[config.mk]
export PLATFORM = sky130hd
export DESIGN_NAME = frame_scheduler
export DESIGN_NICKNAME = d
export VERILOG_FILES = /design/src/rtl/frame_scheduler.sv
export SDC_FILE = /design/constraint.sdc
export NUM_CORES = 1
export LEC_CHECK = 0
export CAP_MARGIN = 20
export CORE_UTILIZATION = 53
export CTS_BUF_LIST = sky130_fd_sc_hd__clkbuf_16
export CTS_CLUSTER_DIAMETER = 200
export CTS_CLUSTER_SIZE = 25
export DETAILED_ROUTE_END_ITERATION = 8
export MAX_ROUTING_LAYER = met4
export PLACE_DENSITY = 0.85
export SETUP_SLACK_MARGIN = 0.1
export SYNTH_ARGS = -nofsm -noshare
export SYNTH_HDL_FRONTEND = slang
export SYNTH_SLANG_ARGS = --single-unit
[constraint.sdc]
create_clock -name clk -period 3 [get_ports clk]
set_input_delay 0.45 -clock clk [delete_from_list [all_inputs] [get_ports clk]]
set_output_delay 0.45 -clock clk [all_outputs]
set_load 0.01 [all_outputs]
[src/rtl/frame_scheduler.sv]
// frame_scheduler: gates LED frame output between the pixel FIFO and the
// string drivers. It holds h_blank until a full frame is buffered and the
// minimum frame period has elapsed. It then releases one frame and forces a
// latch gap afterwards. It also keeps frame and underflow statistics.
// Optional ACTIVE watchdog: define FRAME_SCHED_TIMEOUT_EN.
module frame_scheduler #(
  parameter int FIFO_ADDR_WIDTH     = 13,
  parameter int WORDS_PER_FRAME     = 4096,
  parameter int LATCH_CYCLES        = 6000,
  parameter int FRAME_PERIOD_CYCLES = 333333,
  parameter int TIMEOUT_CYCLES      = 64
) (
  input  logic                     clk,
  input  logic                     reset,
  input  logic                     enable,
  input  logic [FIFO_ADDR_WIDTH:0] fifo_full_count,
  input  logic                     fifo_underflow,
  input  logic                     string_active,
  input  logic                     clear_err,
  output logic                     h_blank,
  output logic                     frame_start,
  output logic [1:0]               state,
  output logic [15:0]              frame_count,
  output logic [7:0]               underflow_count,
  output logic                     timeout_err
);

  typedef enum logic [1:0] {
    IDLE      = 2'd0,
    WAIT_DATA = 2'd1,
    ACTIVE    = 2'd2,
    LATCH     = 2'd3
  } state_t;

  localparam int LATCH_W = (LATCH_CYCLES > 1) ? $clog2(LATCH_CYCLES) : 1;

  localparam logic [19:0]                PERIOD_MAX  = 20'(FRAME_PERIOD_CYCLES);
  localparam logic [19:0]                PERIOD_GO   = 20'(FRAME_PERIOD_CYCLES - 1);
  localparam logic [LATCH_W-1:0]         LATCH_LAST  = LATCH_W'(LATCH_CYCLES - 1);
  localparam logic [FIFO_ADDR_WIDTH:0]   FRAME_WORDS = (FIFO_ADDR_WIDTH + 1)'(WORDS_PER_FRAME);

  state_t               state_reg;
  logic                 h_blank_reg;
  logic                 frame_start_reg;
  logic [15:0]          frame_count_reg;
  logic [7:0]           underflow_count_reg;
  logic                 seen_active;
  logic [LATCH_W-1:0]   latch_cnt;
  logic [19:0]          period_cnt;
  logic                 frame_ready;
  logic                 timeout_hit;

  // Start condition: a whole frame is buffered and the rate limit has expired.
  assign frame_ready = (fifo_full_count >= FRAME_WORDS) && (period_cnt >= PERIOD_GO);

`ifdef FRAME_SCHED_TIMEOUT_EN
  localparam int TO_W = (TIMEOUT_CYCLES > 1) ? $clog2(TIMEOUT_CYCLES) : 1;
  localparam logic [TO_W-1:0] TO_LAST = TO_W'(TIMEOUT_CYCLES - 1);

  logic [TO_W-1:0] wd_cnt;
  logic            timeout_err_reg;

  // The watchdog fires on the last idle cycle of ACTIVE that has seen no string activity.
  assign timeout_hit = (state_reg == ACTIVE) && !seen_active && !string_active
                       && (wd_cnt == TO_LAST);

  // The watchdog counter restarts with every frame and only counts before the strings respond.
  always_ff @(posedge clk) begin
    if (reset) begin
      wd_cnt <= '0;
    end else if (state_reg == WAIT_DATA) begin
      wd_cnt <= '0;
    end else if (state_reg == ACTIVE && !seen_active && !string_active && !timeout_hit) begin
      wd_cnt <= wd_cnt + 1'b1;
    end
  end

  // Sticky timeout flag; a new timeout takes priority over a simultaneous clear.
  always_ff @(posedge clk) begin
    if (reset) begin
      timeout_err_reg <= 1'b0;
    end else if (timeout_hit) begin
      timeout_err_reg <= 1'b1;
    end else if (clear_err) begin
      timeout_err_reg <= 1'b0;
    end
  end

  assign timeout_err = timeout_err_reg;
`else
  assign timeout_hit = 1'b0;
  assign timeout_err = 1'b0;
`endif

  // Main sequencer: state, blanking, frame pulse, frame counter and both pacing counters.
  always_ff @(posedge clk) begin
    if (reset) begin
      state_reg       <= IDLE;
      h_blank_reg     <= 1'b1;
      frame_start_reg <= 1'b0;
      frame_count_reg <= 16'd0;
      seen_active     <= 1'b0;
      latch_cnt       <= '0;
      period_cnt      <= PERIOD_MAX;
    end else begin
      frame_start_reg <= 1'b0;
      if (period_cnt < PERIOD_MAX) begin
        period_cnt <= period_cnt + 20'd1;
      end
      case (state_reg)
        IDLE: begin
          h_blank_reg <= 1'b1;
          if (enable) begin
            state_reg <= WAIT_DATA;
          end
        end
        WAIT_DATA: begin
          if (!enable) begin
            state_reg <= IDLE;
          end else if (frame_ready) begin
            state_reg       <= ACTIVE;
            h_blank_reg     <= 1'b0;
            frame_start_reg <= 1'b1;
            frame_count_reg <= frame_count_reg + 16'd1;
            period_cnt      <= 20'd0;
          end
        end
        ACTIVE: begin
          // Dropping enable here does not abort; the frame always runs to its latch gap.
          if (string_active) begin
            seen_active <= 1'b1;
          end else if (seen_active || timeout_hit) begin
            state_reg   <= LATCH;
            h_blank_reg <= 1'b1;
            seen_active <= 1'b0;
            latch_cnt   <= '0;
          end
        end
        LATCH: begin
          if (latch_cnt == LATCH_LAST) begin
            latch_cnt <= '0;
            state_reg <= enable ? WAIT_DATA : IDLE;
          end else begin
            latch_cnt <= latch_cnt + 1'b1;
          end
        end
        default: begin
          state_reg   <= IDLE;
          h_blank_reg <= 1'b1;
        end
      endcase
    end
  end

  // Underflow statistics: saturating count; a clear coinciding with an event leaves one.
  always_ff @(posedge clk) begin
    if (reset) begin
      underflow_count_reg <= 8'd0;
    end else if (clear_err) begin
      underflow_count_reg <= {7'd0, fifo_underflow};
    end else if (fifo_underflow && underflow_count_reg != 8'hFF) begin
      underflow_count_reg <= underflow_count_reg + 8'd1;
    end
  end

  assign h_blank         = h_blank_reg;
  assign frame_start     = frame_start_reg;
  assign state           = state_reg;
  assign frame_count     = frame_count_reg;
  assign underflow_count = underflow_count_reg;

endmodule

==> results.txt <==
----------------------------------------------------
[Outcome]
  Outcome ... finished, final reports clean

[Worst setup path]
  Crit-path max FO ... 14
  Launching point of the worst reg2reg path ... period_cnt[8]$_SDFF_PP0_
  Data required time at the worst endpoint ... approximately 3.2 ns
  Capture point of the worst reg-to-reg path ... period_cnt[5]$_SDFF_PP0_
  Combined buffer and inverter count along the critical path ... 0
  CP Cell Sequence ... or4_4 -> o211a_4 -> o311ai_4 -> nand2b_1 -> a21oi_1
  Type of origin of the critical path ... register
  Class of the most critical setup path ... register to register
  Critical path's slowest cell ... o311ai_4
  Crit path from ... period_cnt[8]$_SDFF_PP0_
  Register-to-register setup slack ... around 0.44 ns
  Largest stage delay, worst path ... 0.59 ns
  Critical path destination ... period_cnt[5]$_SDFF_PP0_
  Critical Path End Type ... register
  Cell type group with the largest total delay on the critical path ... compound AO/OA/AOI/OAI gates
  Critical path data arrival time ... around 2.8 ns
  Worst reg2reg path depth ... 5
  Cell depth of the worst setup path ... 5

[Final layout]
  Area overhead of the layout relative to synthesis ... 23.0%
  Share of final-layout standard cells stronger than drive strength 1 ... 0.0716
  Antenna diode instance count ... 0
  Fill cell instance count of the final layout ... around 400
  Area of all placed cells without fillers ... around 3700 µm²
  NumNets Final ... just over 400
  Final core utilization ... 0.696
  Flip-flop count of the largest register, all copies and words added ... 20
  Number of cells in the finished layout apart from fillers ... 461

[Synthesis]
  Prevailing post-synth register cell ... dfxtp_1
  Seq/Total Area, Yosys ... 0.416
  Area share of the largest cell type after synthesis ... 0.416
  Yosys synthesis warning count ... 0
  Avg Inst Size Synth ... 8.62 µm²
  Library cells used by synthesis ... between 40 and 50
  Cells after synthesis ... ~350
  Post-Synthesis Cell Area ... ~3000 µm²
  Main area contributors after synthesis ... dfxtp_1 42%, xnor2_1 6.8%, nor2_1 6.4%
  Syn_nets ... roughly 370
  Number of synthesized flops with an enable pin ... 0
  Async S/R FF share, synth ... 0
  Post-synthesis sequential element count ... just over 60
  Biggest area consumer among synthesized cells ... dfxtp_1
  Synth cell count leaders ... 62 x dfxtp_1, 51 x nor2_1, 26 x nand2_1
  Leading cell type by number of instances after synthesis ... dfxtp_1

[Global routing]
  Global-route track usage on met3 ... 0.0524
  Vias in the first global route ... 2414
  GRT met1 Usage ... 0.281
  Wire length of the first global-routing pass ... ~11000 µm
  Antenna violations before repair ... 0
  Maximum number of pins on one net before global-route repair ... 37
  Layer with the highest usage ... met2
  All-Layer GR Usage ... 0.237
  Global Route met2 Usage ... 0.390
  GRT Residual Overflow ... 0

[Clocking]
  Clock sink count ... 62
  H-tree levels ... 3
  Setup bufs post-CTS ... 0
  CTS tree ... built
  Count of cells resized by post-cts repair ... 0
  Deepest clock path buffer count ... 2
  Clock transition at the register clock pins on the worst setup and hold paths after CTS ... about 0.05 ns
  Number of clock buffers inserted by TritonCTS ... 9
  Buffer cell driving the clock tree root ... clkbuf_16
  Clock latency reported for the late side of the worst-skew pair ... 0.33 ns
  Number of hold buffers added after cts ... 0

[Place]
  Worst slack after detailed placement ... roughly 0.45 ns
  Placed instance count ... about 450
  Detailed placer's ending HPWL ... roughly 4200 µm
  Count of buffers inserted at the top-level ports ... 35
  Cell area after placement ... 3420 µm²
  Placer congestion estimate ... roughly 0.81

[Power]
  Leak pwr ... 1.25 nW
  Worst voltage drop across the vdd grid ... between 0.0003 and 0.0004 V
  Total power of the final layout ... 2.18 mW
  PwrDens ... just under 600 nW/µm²

[Detailed routing]
  Routed length per instance ... approximately 14 µm
  Residual antenna-violating net count after detailed routing ... 0
  Routed via count ... approximately 2600
  Avg Vias per Cell ... 5.59
  Violation count after the first detailed-routing iteration ... 140
  DRC ... 0
  Router iterations before antenna repair ... 4
  Total wire length after detailed routing ... about 6300 µm

[Floorplan]
  I/O pin cnt ... 49
  Rows ... 26
  Starting utilization of the core area ... 0.566
  Die width ... 77.0 µm
  Die height ... between 70 and 80 µm
  Floorplan die area ... ~5900 µm²
  Core footprint ... roughly 5300 µm²

[Job]
  Total of max-cap violations ... 0

[Timing]
  Total negative setup slack ... 0 ns
  Worst-margin pin slew ... roughly 0.71 ns
  Final critical-path required period ... between 2 and 3 ns
  Final number of max-transition violations ... 0
  Setup-violating endpoint count in the final report ... 0
  Final hold slack ... 0.485 ns
  Worst setup skew after layout ... approximately 0.0063 ns
  Achievable Freq ... a little under 400 MHz
  Final Hold Fails ... 0
  Post-layout worst setup margin ... 0.440 ns
  RSZ-0062 raised after global routing ... false
  Final worst path period share ... 0.853
  Max-slew headroom ... 0.522

[Hold path]
  Worst min path class ... register to register
  Hold path startpoint ... seen_active$_SDFFE_PP0P_

----------------------------------------------------
final cells by class:
class                           instances  area, µm²  share of cell area
Clock buffer                            9        225              0.0614
Clock inverter                          5       21.3             0.00580
Inverter                               13       48.8              0.0133
Multi-Input combinational cell        260       1640               0.447
Sequential cell                        62       1240               0.339
Tap cell                               70       87.6              0.0239
Timing Repair Buffer                   42        403               0.110
worst min-delay path by stage:
stage / endpoint / slack (ns) / cells after the start
floorplan: latch_cnt[12]$_SDFFE_PP0P_ / 0.45 / 1
detailed placement: latch_cnt[12]$_SDFFE_PP0P_ / 0.47 / 1
global placement: seen_active$_SDFFE_PP0P_ / 0.46 / 2
global route: seen_active$_SDFFE_PP0P_ / 0.51 / 2
CTS: seen_active$_SDFFE_PP0P_ / 0.48 / 2
finish: seen_active$_SDFFE_PP0P_ / 0.49 / 2
kinds of logic after synthesis:
group,share of synthesized area
simple gates,0.271
flops,0.416
compound gates,0.128
xor+xnor,0.112
buf+inv,0.0340
fa+ha+maj,0.0252
mux,0.0134
other cells,0.00126
worst min-delay path, stage by stage (launching register included):
cell and delay [ns]:
dfxtp_1 0.31, o21ai_0 0.07, a21oi_1 0.06
layer usage:
layer	part of all wire	vias up	routed length, µm
li1	-	1293	-
met1	0.45	1207	2840
met2	0.49	64	3090
met3	0.044	14	277
met4	0.020	0	126
met5	0	-	0
power by group:
group	internal, mW	switching (mW)	total (mW)
sequential	0.863	0.0476	0.911
combinational	0.164	0.226	0.390
clock	0.535	0.339	0.875
cells in the final DEF, fill, tap and decap left out, drive strengths merged, types with 2 or more instances in the layout:
cell type	count
dfxtp	62
nor2	51
clkdlybuf4s50	35
nand2	26
xnor2	23
a21oi	17
nand3	16
nor3	16
inv	15
xor2	15
o21ai	13
a21o	9
nand4	9
nand2b	9
clkbuf	9
or3	7
buf	7
nor4	7
ha	6
and3	5
a311oi	4
mux2i	4
nor4b	4
nor3b	3
a2111oi	3
clkinv	3
and4	2
or2	2
No activity file was read; power rests on OpenSTA's default activity.
